**config.mk**
```make
export PLATFORM = sky130hd
export DESIGN_NAME = sign_mag_table_writer
export DESIGN_NICKNAME = d
export VERILOG_FILES = /design/src/rtl/sign_mag_table_writer.sv
export SDC_FILE = /design/constraint.sdc
export NUM_CORES = 1
export LEC_CHECK = 0
export ABC_CLOCK_PERIOD_IN_PS = 2070
export BUFFER_PORTS_ARGS = -buffer_cell sky130_fd_sc_hd__buf_2
export CELL_PAD_IN_SITES_DETAIL_PLACEMENT = 1
export CELL_PAD_IN_SITES_GLOBAL_PLACEMENT = 2
export CORE_MARGIN = 5
export CORE_UTILIZATION = 28
export DETAILED_ROUTE_END_ITERATION = 8
export HOLD_SLACK_MARGIN = 0.08
export PLACE_DENSITY_LB_ADDON = 0.08
export SLEW_MARGIN = 20
export SYNTH_ARGS = -nofsm -noshare
export SYNTH_HDL_FRONTEND = slang
export SYNTH_SLANG_ARGS = --single-unit
```
**constraint.sdc**
```tcl
create_clock -name clk -period 2.07 [get_ports clk]
set_input_delay 0.1035 -clock clk [delete_from_list [all_inputs] [get_ports clk]]
set_output_delay 0.1035 -clock clk [all_outputs]
set_load 0.02 [all_outputs]
```
**src/rtl/sign_mag_table_writer.sv**
```systemverilog
// rtl/sign_mag_table_writer.sv - sweeps every {a,b} pair and writes the sign-magnitude sum a+b to a table
//
// Ports:
//   clk        single clock, rising edge
//   reset      synchronous, active-high
//   start      request a full table sweep (honoured only while idle)
//   busy       high while the sweep is writing
//   done       one-cycle pulse after the final entry is accepted
//   wr_en      write request to the table memory
//   wr_ready   memory accepts the presented write this cycle
//   wr_addr    table address {a,b}; a in the upper N bits, b in the lower N bits
//   wr_data    sign-magnitude a+b for the presented address
//   ovf_count  overflowing entries written in the current or last sweep
module sign_mag_table_writer #(
    parameter int N = 4
) (
    input  logic             clk,
    input  logic             reset,
    input  logic             start,
    output logic             busy,
    output logic             done,
    output logic             wr_en,
    input  logic             wr_ready,
    output logic [2*N-1:0]   wr_addr,
    output logic [N-1:0]     wr_data,
    output logic [2*N:0]     ovf_count
);

    typedef enum logic [1:0] {
        IDLE  = 2'd0,
        WRITE = 2'd1,
        DONE  = 2'd2
    } state_t;

    localparam logic [2*N-1:0] LAST_ADDR = '1;

    state_t         state;
    state_t         state_nxt;
    logic [2*N-1:0] addr;
    logic           accept;
    logic           last;
    logic           entry_ovf;

    logic           sa;
    logic           sb;
    logic [N-2:0]   ma;
    logic [N-2:0]   mb;
    logic [N-2:0]   mag;
    logic [N-1:0]   msum;
    logic           sgn;

    assign accept  = (state == WRITE) && wr_ready;
    assign last    = (addr == LAST_ADDR);
    assign wr_addr = addr;

    always_ff @(posedge clk) begin
        if (reset) begin
            state     <= IDLE;
            addr      <= '0;
            ovf_count <= '0;
        end else begin
            state <= state_nxt;
            if (state == IDLE && start) begin
                addr      <= '0;
                ovf_count <= '0;
            end else if (accept) begin
                // The final address stays put so the table is never rewritten from 0.
                if (!last) begin
                    addr <= addr + 1'b1;
                end
                if (entry_ovf) begin
                    ovf_count <= ovf_count + 1'b1;
                end
            end
        end
    end

    always_comb begin
        state_nxt = state;
        busy      = 1'b0;
        done      = 1'b0;
        wr_en     = 1'b0;
        case (state)
            IDLE: begin
                if (start) begin
                    state_nxt = WRITE;
                end
            end
            WRITE: begin
                wr_en = 1'b1;
                busy  = 1'b1;
                if (accept && last) begin
                    state_nxt = DONE;
                end
            end
            DONE: begin
                done      = 1'b1;
                state_nxt = IDLE;
            end
            default: begin
                state_nxt = IDLE;
            end
        endcase
    end

    // Entry arithmetic is purely combinational on the presented address, so data
    // can never lag the address during a stall.
    always_comb begin
        sa        = addr[2*N-1];
        ma        = addr[2*N-2:N];
        sb        = addr[N-1];
        mb        = addr[N-2:0];
        msum      = {1'b0, ma} + {1'b0, mb};
        mag       = '0;
        sgn       = 1'b0;
        entry_ovf = 1'b0;
        if (sa == sb) begin
            mag       = msum[N-2:0];
            sgn       = sa;
            entry_ovf = msum[N-1];
        end else if (ma >= mb) begin
            mag = ma - mb;
            sgn = sa;
        end else begin
            mag = mb - ma;
            sgn = sb;
        end
        // A zero magnitude is always written as +0.
        if (mag == '0) begin
            sgn = 1'b0;
        end
        wr_data = {sgn, mag};
    end

endmodule

```
# After elaboration in Yosys (flattened, before gate mapping)
# Cells that the tools add are included.
totals:
  ff_bits: 19
  output_inout_bits: 24
  in_bits: 4
  elab_cells: 36
classes:
  bitwise_logic: 1
  eq_ne: 6
  n_mux: 11
  reduce_logical: 9
  add_sub_neg: 5
  order_cmp: 1
ops:
  columns: ["cell", "n"]
  rows:
  - ["$add A9 B1 Y9 const B", 1]
  - ["$add A8 B1 Y8 const B", 1]
  - ["$eq A8 B8 Y1 const B", 1]
  - ["$mux W1", 6]
  - ["$mux W3", 2]
  - ["$reduce_and A2 Y1", 3]
  - ["$sub A3 B3 Y3", 2]
  - ["$add A3 B3 Y4", 1]
  - ["$mux W2", 2]
  - ["$pmux W2 S2", 1]
  - ["$ge A3 B3 Y1", 1]
  - ["$logic_and A1 B1 Y1", 3]
  - ["$logic_not A3 Y1", 1]
  - ["$eq A2 B1 Y1 const B", 1]
  - ["$eq A2 B2 Y1 const B", 1]
  - ["$logic_not A2 Y1", 1]
  - ["$ne A2 B1 Y1 const B", 1]
  - ["$ne A2 B2 Y1 const B", 1]
  - ["$reduce_or A2 Y1", 1]
  - ["$eq A1 B1 Y1", 1]
  - ["$not A1 Y1", 1]

# Logic depth before layout (Yosys ltp)
depth:
  word_depth: 5
  ltp_mapped: 9
  depth_no_buf: 7

# Least setup slack after synthesis
# Ideal clock, no wire load.
synth_timing:
  kind: "reg2out"
  startpoint: "register addr[2], in the netlist wr_addr[2]"
  endpoint: "output port wr_data[3]"
  path_buffers: 2
  stages_incl_launch_ff: 10
  arrival_time_ps: 2414
  setup_slack_ps: -448
  path_cell_list: "dfxtp_1 > inv_1 > ha_1 > buf_2 > nand2_1 > o21ai_1 > mux2_2 > mux2i_1 > o31a_1 > buf_4"
synth_between:
  elab_chain_len: 5
  elab_cells_between_ends: 10
synth_rtl:
  columns: ["element", "line", "text"]
  rows:
  - ["start: declaration", "39", "logic [2*N-1:0] addr;"]
  - ["start signal: assignment", "69", "addr <= addr + 1'b1;"]
  - ["$ge A3 B3 Y1", "121", "end else if (ma >= mb) begin"]
  - ["$mux W3", "121", null]
  - ["$mux W3", "117", "if (sa == sb) begin"]
  - ["named net wr_data[1]", "25", "output logic [N-1:0] wr_data,"]
  - ["$logic_not A3 Y1", "129", "if (mag == '0) begin"]
  - ["$mux W1", "129", null]
  - ["end: declaration", "25", null]
# The timed path passes the listed nets, and every way through them passes these cells.

# Worst setup path after layout
layout_timing:
  startpoint: "register addr[0], in the netlist wr_addr[0]"
  endpoint: "output port wr_data[3]"
layout_between:
  elab_chain_len: 5
  elab_cells_between_ends: 10
layout_rtl:
  columns: ["element", "line", "text"]
  rows:
  - ["$sub A3 B3 Y3, or another cell as far along", "125", "mag = mb - ma;"]
  - ["$mux W3", "121", null]
  - ["$mux W3", "117", null]
  - ["$logic_not A3 Y1", "129", null]
  - ["$mux W1 *", "129", null]
# Mark *: on every way between the ends. The rest lies on a longest branch, timed or not.

==> results by group <==
Placement
  – HPWL after DPL: 2690 um
  – Placed Instances: ~220
  – # port buffers: 27
  – Final weighted congestion in routability-driven placement: between 0.7 and 0.8
  – Placement Cell Area: about 1500 um2

Cells and area
  – Fill cells: 517
  – Post-Layout Cell Count: ~240
  – Design area: ~1800 um2
  – Diode count: 0
  – Nets: 200
  – Share of cells above drive strength 1: a little under half
  – Area growth from synthesis to layout: 47.1%

Floorplan
  – Starting density of the core: between 20 and 30%
  – Core area: between 4000 and 5000 um2
  – Die Wd: 76.2 um
  – Die Area: about 5800 um2
  – Ports: 28
  – Core Rows: 24
  – Die Ht: between 70 and 80 um

Min path
  – Hold WC Path Type: in2reg
  – Worst hold path endpoint: state[0]
  – Hold Startpoint: start
  – Hold path depth: 3

STA
  – Fin Clk Skew: 10.6 ps
  – Slew Viols, Final: 0
  – PnR worst setup slack: -111 ps
  – Hold slack: 179 ps
  – Slew headroom: approximately three fifths
  – Final period util: 105%
  – Unrepaired setup endpoints after global routing: true
  – Minimum clock period: about 2200 ps
  – Final hold viol count: 0
  – Worst-margin pin slew: approximately 630 ps
  – Setup TNS: -111 ps
  – Fmax: 459 MHz
  – Final setup violation count: 1

GRT
  – Largest net degree at the start of global routing: 18
  – First-pass GRT wire length: 5730 um
  – Vias in the first global route: 1150
  – Gr ovfl total: 0
  – Initial antenna violation count: 0
  – Total GRT Usage: roughly 12%

Clock network
  – H-tree levels: 1
  – Root Buffer Master: clkbuf_8
  – Longest Clk Path Bufs: 2
  – Clk sinks: 19
  – CTS tree: done
  – TritonCTS buffer count: 3
  – Clock-pin transition on the worst setup and hold timing paths: about 80 ps
  – Worst skew pair latency: around 260 ps

Worst setup path
  – R2R Path Start: wr_addr[0]
  – Worst path slowest cell: fa_2
  – Crit path cell chain: buf_6 > ha_4 > fa_2 > mux2_4 > mux2i_4 > o31a_1 > buf_6
  – Instance count on the critical path: 7
  – R2R Setup Slk: about 140 ps
  – WP buf/inv: 2
  – CP Data Arrival Time: between 2000 and 2500 ps
  – Worst path required time: 1970 ps
  – Worst setup path class: reg2out
  – CP Launch Type: flop
  – CP Max Fanout: 4
  – FF-to-FF End: wr_addr[5]
  – Cell depth of the worst flop-to-flop path: 8
  – Delay-heaviest family, CP: adder cells
  – Most used cell, CP: buf_6
  – Critical path's largest stage delay: 510 ps
  – CP endpoint kind: primary output

Route
  – DR vias/cell: around 4.8
  – DR vias: ~1100
  – DRT Pass-1 Iters: 2
  – Total Wirelength: ~3600 um
  – Antenna Nets Post-Route: 0
  – WL/cell: ~15 um
  – Initial DRC Count: 30
  – DRC Markers: 0

Synthesis
  – Seq/Total Area, Yosys: a little under a third
  – Most frequent cell after synthesis: dfxtp_1
  – Cells after Synth: 135
  – Largest family of logic cells by synthesized area: simple AND/OR/NAND/NOR gates
  – Simple-gate share of the synthesized area: 23.7%
  – Compound-cell area share of the yosys netlist: about an eighth
  – Most used DFF post-synth: dfxtp_1
  – Mux share of post-synthesis cell area: between 3 and 4%
  – Most frequent cells after synthesis: 19 x dfxtp_1, 18 x nor2_1, 9 x ha_1, 9 x xor2_1, 8 x inv_1
  – Post-synthesis cell type count: 38
  – Seq cells post-synth: 19
  – Synthesized area: 1230 um2
  – Post-synth EDFFs: 0
  – Top cells by area, synth: dfxtp_1 31%, ha_1 9.2%, xor2_1 6.4%, nor2_1 5.5%, fa_1 4.9%
  – Yosys warning total: 0
  – Post-synth ARST share: 0%
  – Synth Area per Inst: between 9 and 10 um2
  – Xor/xnor share of the synthesized area: 10.6%
  – Synth Area in Adders: roughly 14%
  – Yosys top cell area share: between 30% and 40%
  – Syn nets: 151
  – Synth area leader: dfxtp_1

Power
  – Worst VDD drop: between 150 and 200 uV
  – Pwr Total: around 700 uW
  – Power Density: slightly below 400 nW/um2
  – LEAKAGE: between 0.0007 and 0.0008 uW

Run status
  – Status: finished, violations left
  – Failing checks: negative setup slack

Job
  – Max_cap viols: 0
## layout by cell type (no fill, tap or decap), types with 2 or more instances in the layout
cell type / n
a21oi_1: 3
nand3_1: 2
nor2b_1: 3
dfxtp_4: 4
and4b_1: 2
nor3_1: 2
a21oi_2: 3
buf_2: 25
nand2_1: 6
o21ai_0: 2
and2_1: 2
fa_2: 3
nor2_1: 18
clkinvlp_4: 2
and3_1: 2
clkbuf_8: 3
inv_4: 3
ha_1: 4
nand4_1: 4
xnor2_1: 4
nand3b_1: 3
xor2_1: 9
buf_4: 19
or3_1: 2
dfxtp_2: 2
dfxtp_1: 13
inv_1: 3
buf_6: 4
and4_1: 2
o2111ai_1: 4
ha_4: 5
## worst min-delay path: stages
cell and delay (ps):
buf_2 90, o22ai_1 70, nor3_1 130
## worst max-delay path by stage
stage / from / end / slack [ps]
floorplan: wr_addr[4] / wr_data[3] / 0.6
global placement: wr_addr[0] / wr_data[3] / 50
detailed placement: wr_addr[4] / wr_data[3] / -2
CTS: wr_addr[1] / wr_data[3] / -110
global route: wr_addr[4] / wr_data[3] / -170
finish: wr_addr[0] / wr_data[3] / -110
## per-layer routing
| layer | wire (um) | track usage (%) |
|---|---|---|
| met1 | 1660 | 14.5 |
| met4 | 30 | 3.67 |
| met2 | 1810 | 21.3 |
| met5 | 0 | 0 |
| met3 | 118 | 2.96 |
## flip-flops by register name (all words and copies together) (netlist names)
register	count
wr_addr	8
ovf_count	9
state	2
## cells by family after synthesis
| group | after synthesis |
|---|---|
| simple gates | 53 |
| flops | 19 |
| compound gates | 20 |
| fa+ha+maj | 12 |
| xor+xnor | 14 |
| mux | 4 |
| buf+inv | 13 |
## power breakdown
group / switching, uW / leakage, uW / internal, uW
Sequential: 4.17 / 0.000158 / 363
Clock: 137 / 0.0000217 / 136
Combinational: 36.8 / 0.000581 / 25.6
## repair_timing
item / 4_1_cts / 5_1_grt
buffers inserted: 2 / 9
endpoints found under the hold margin: 2 / 0
pin swaps: 3 / 9
resized for setup: 16 / 13
hold buffers: 1 / 0
setup endpoints to repair: 3 / 3
## cell type report
type                       count  area [um2]  share of cell area (%)
multi-input combinational    103         932                    51.6
tap                           52        65.1                    3.60
inverter                       8        41.3                    2.28
timing repair buffer          49         323                    17.9
clock buffer                   3        41.3                    2.28
clock inverter                 1        7.51                   0.415
sequential                    19         398                    22.0
## metrics by stage
stage	util [%]	worst slack [ps]
after detailed placement	35.9	-2.46
after floorplan	-	0.603
after global placement	35.9	52.8
final	42.1	-111
after global routing	42.1	-167
after CTS	39.1	-113
(Power assumes the default switching activity.)
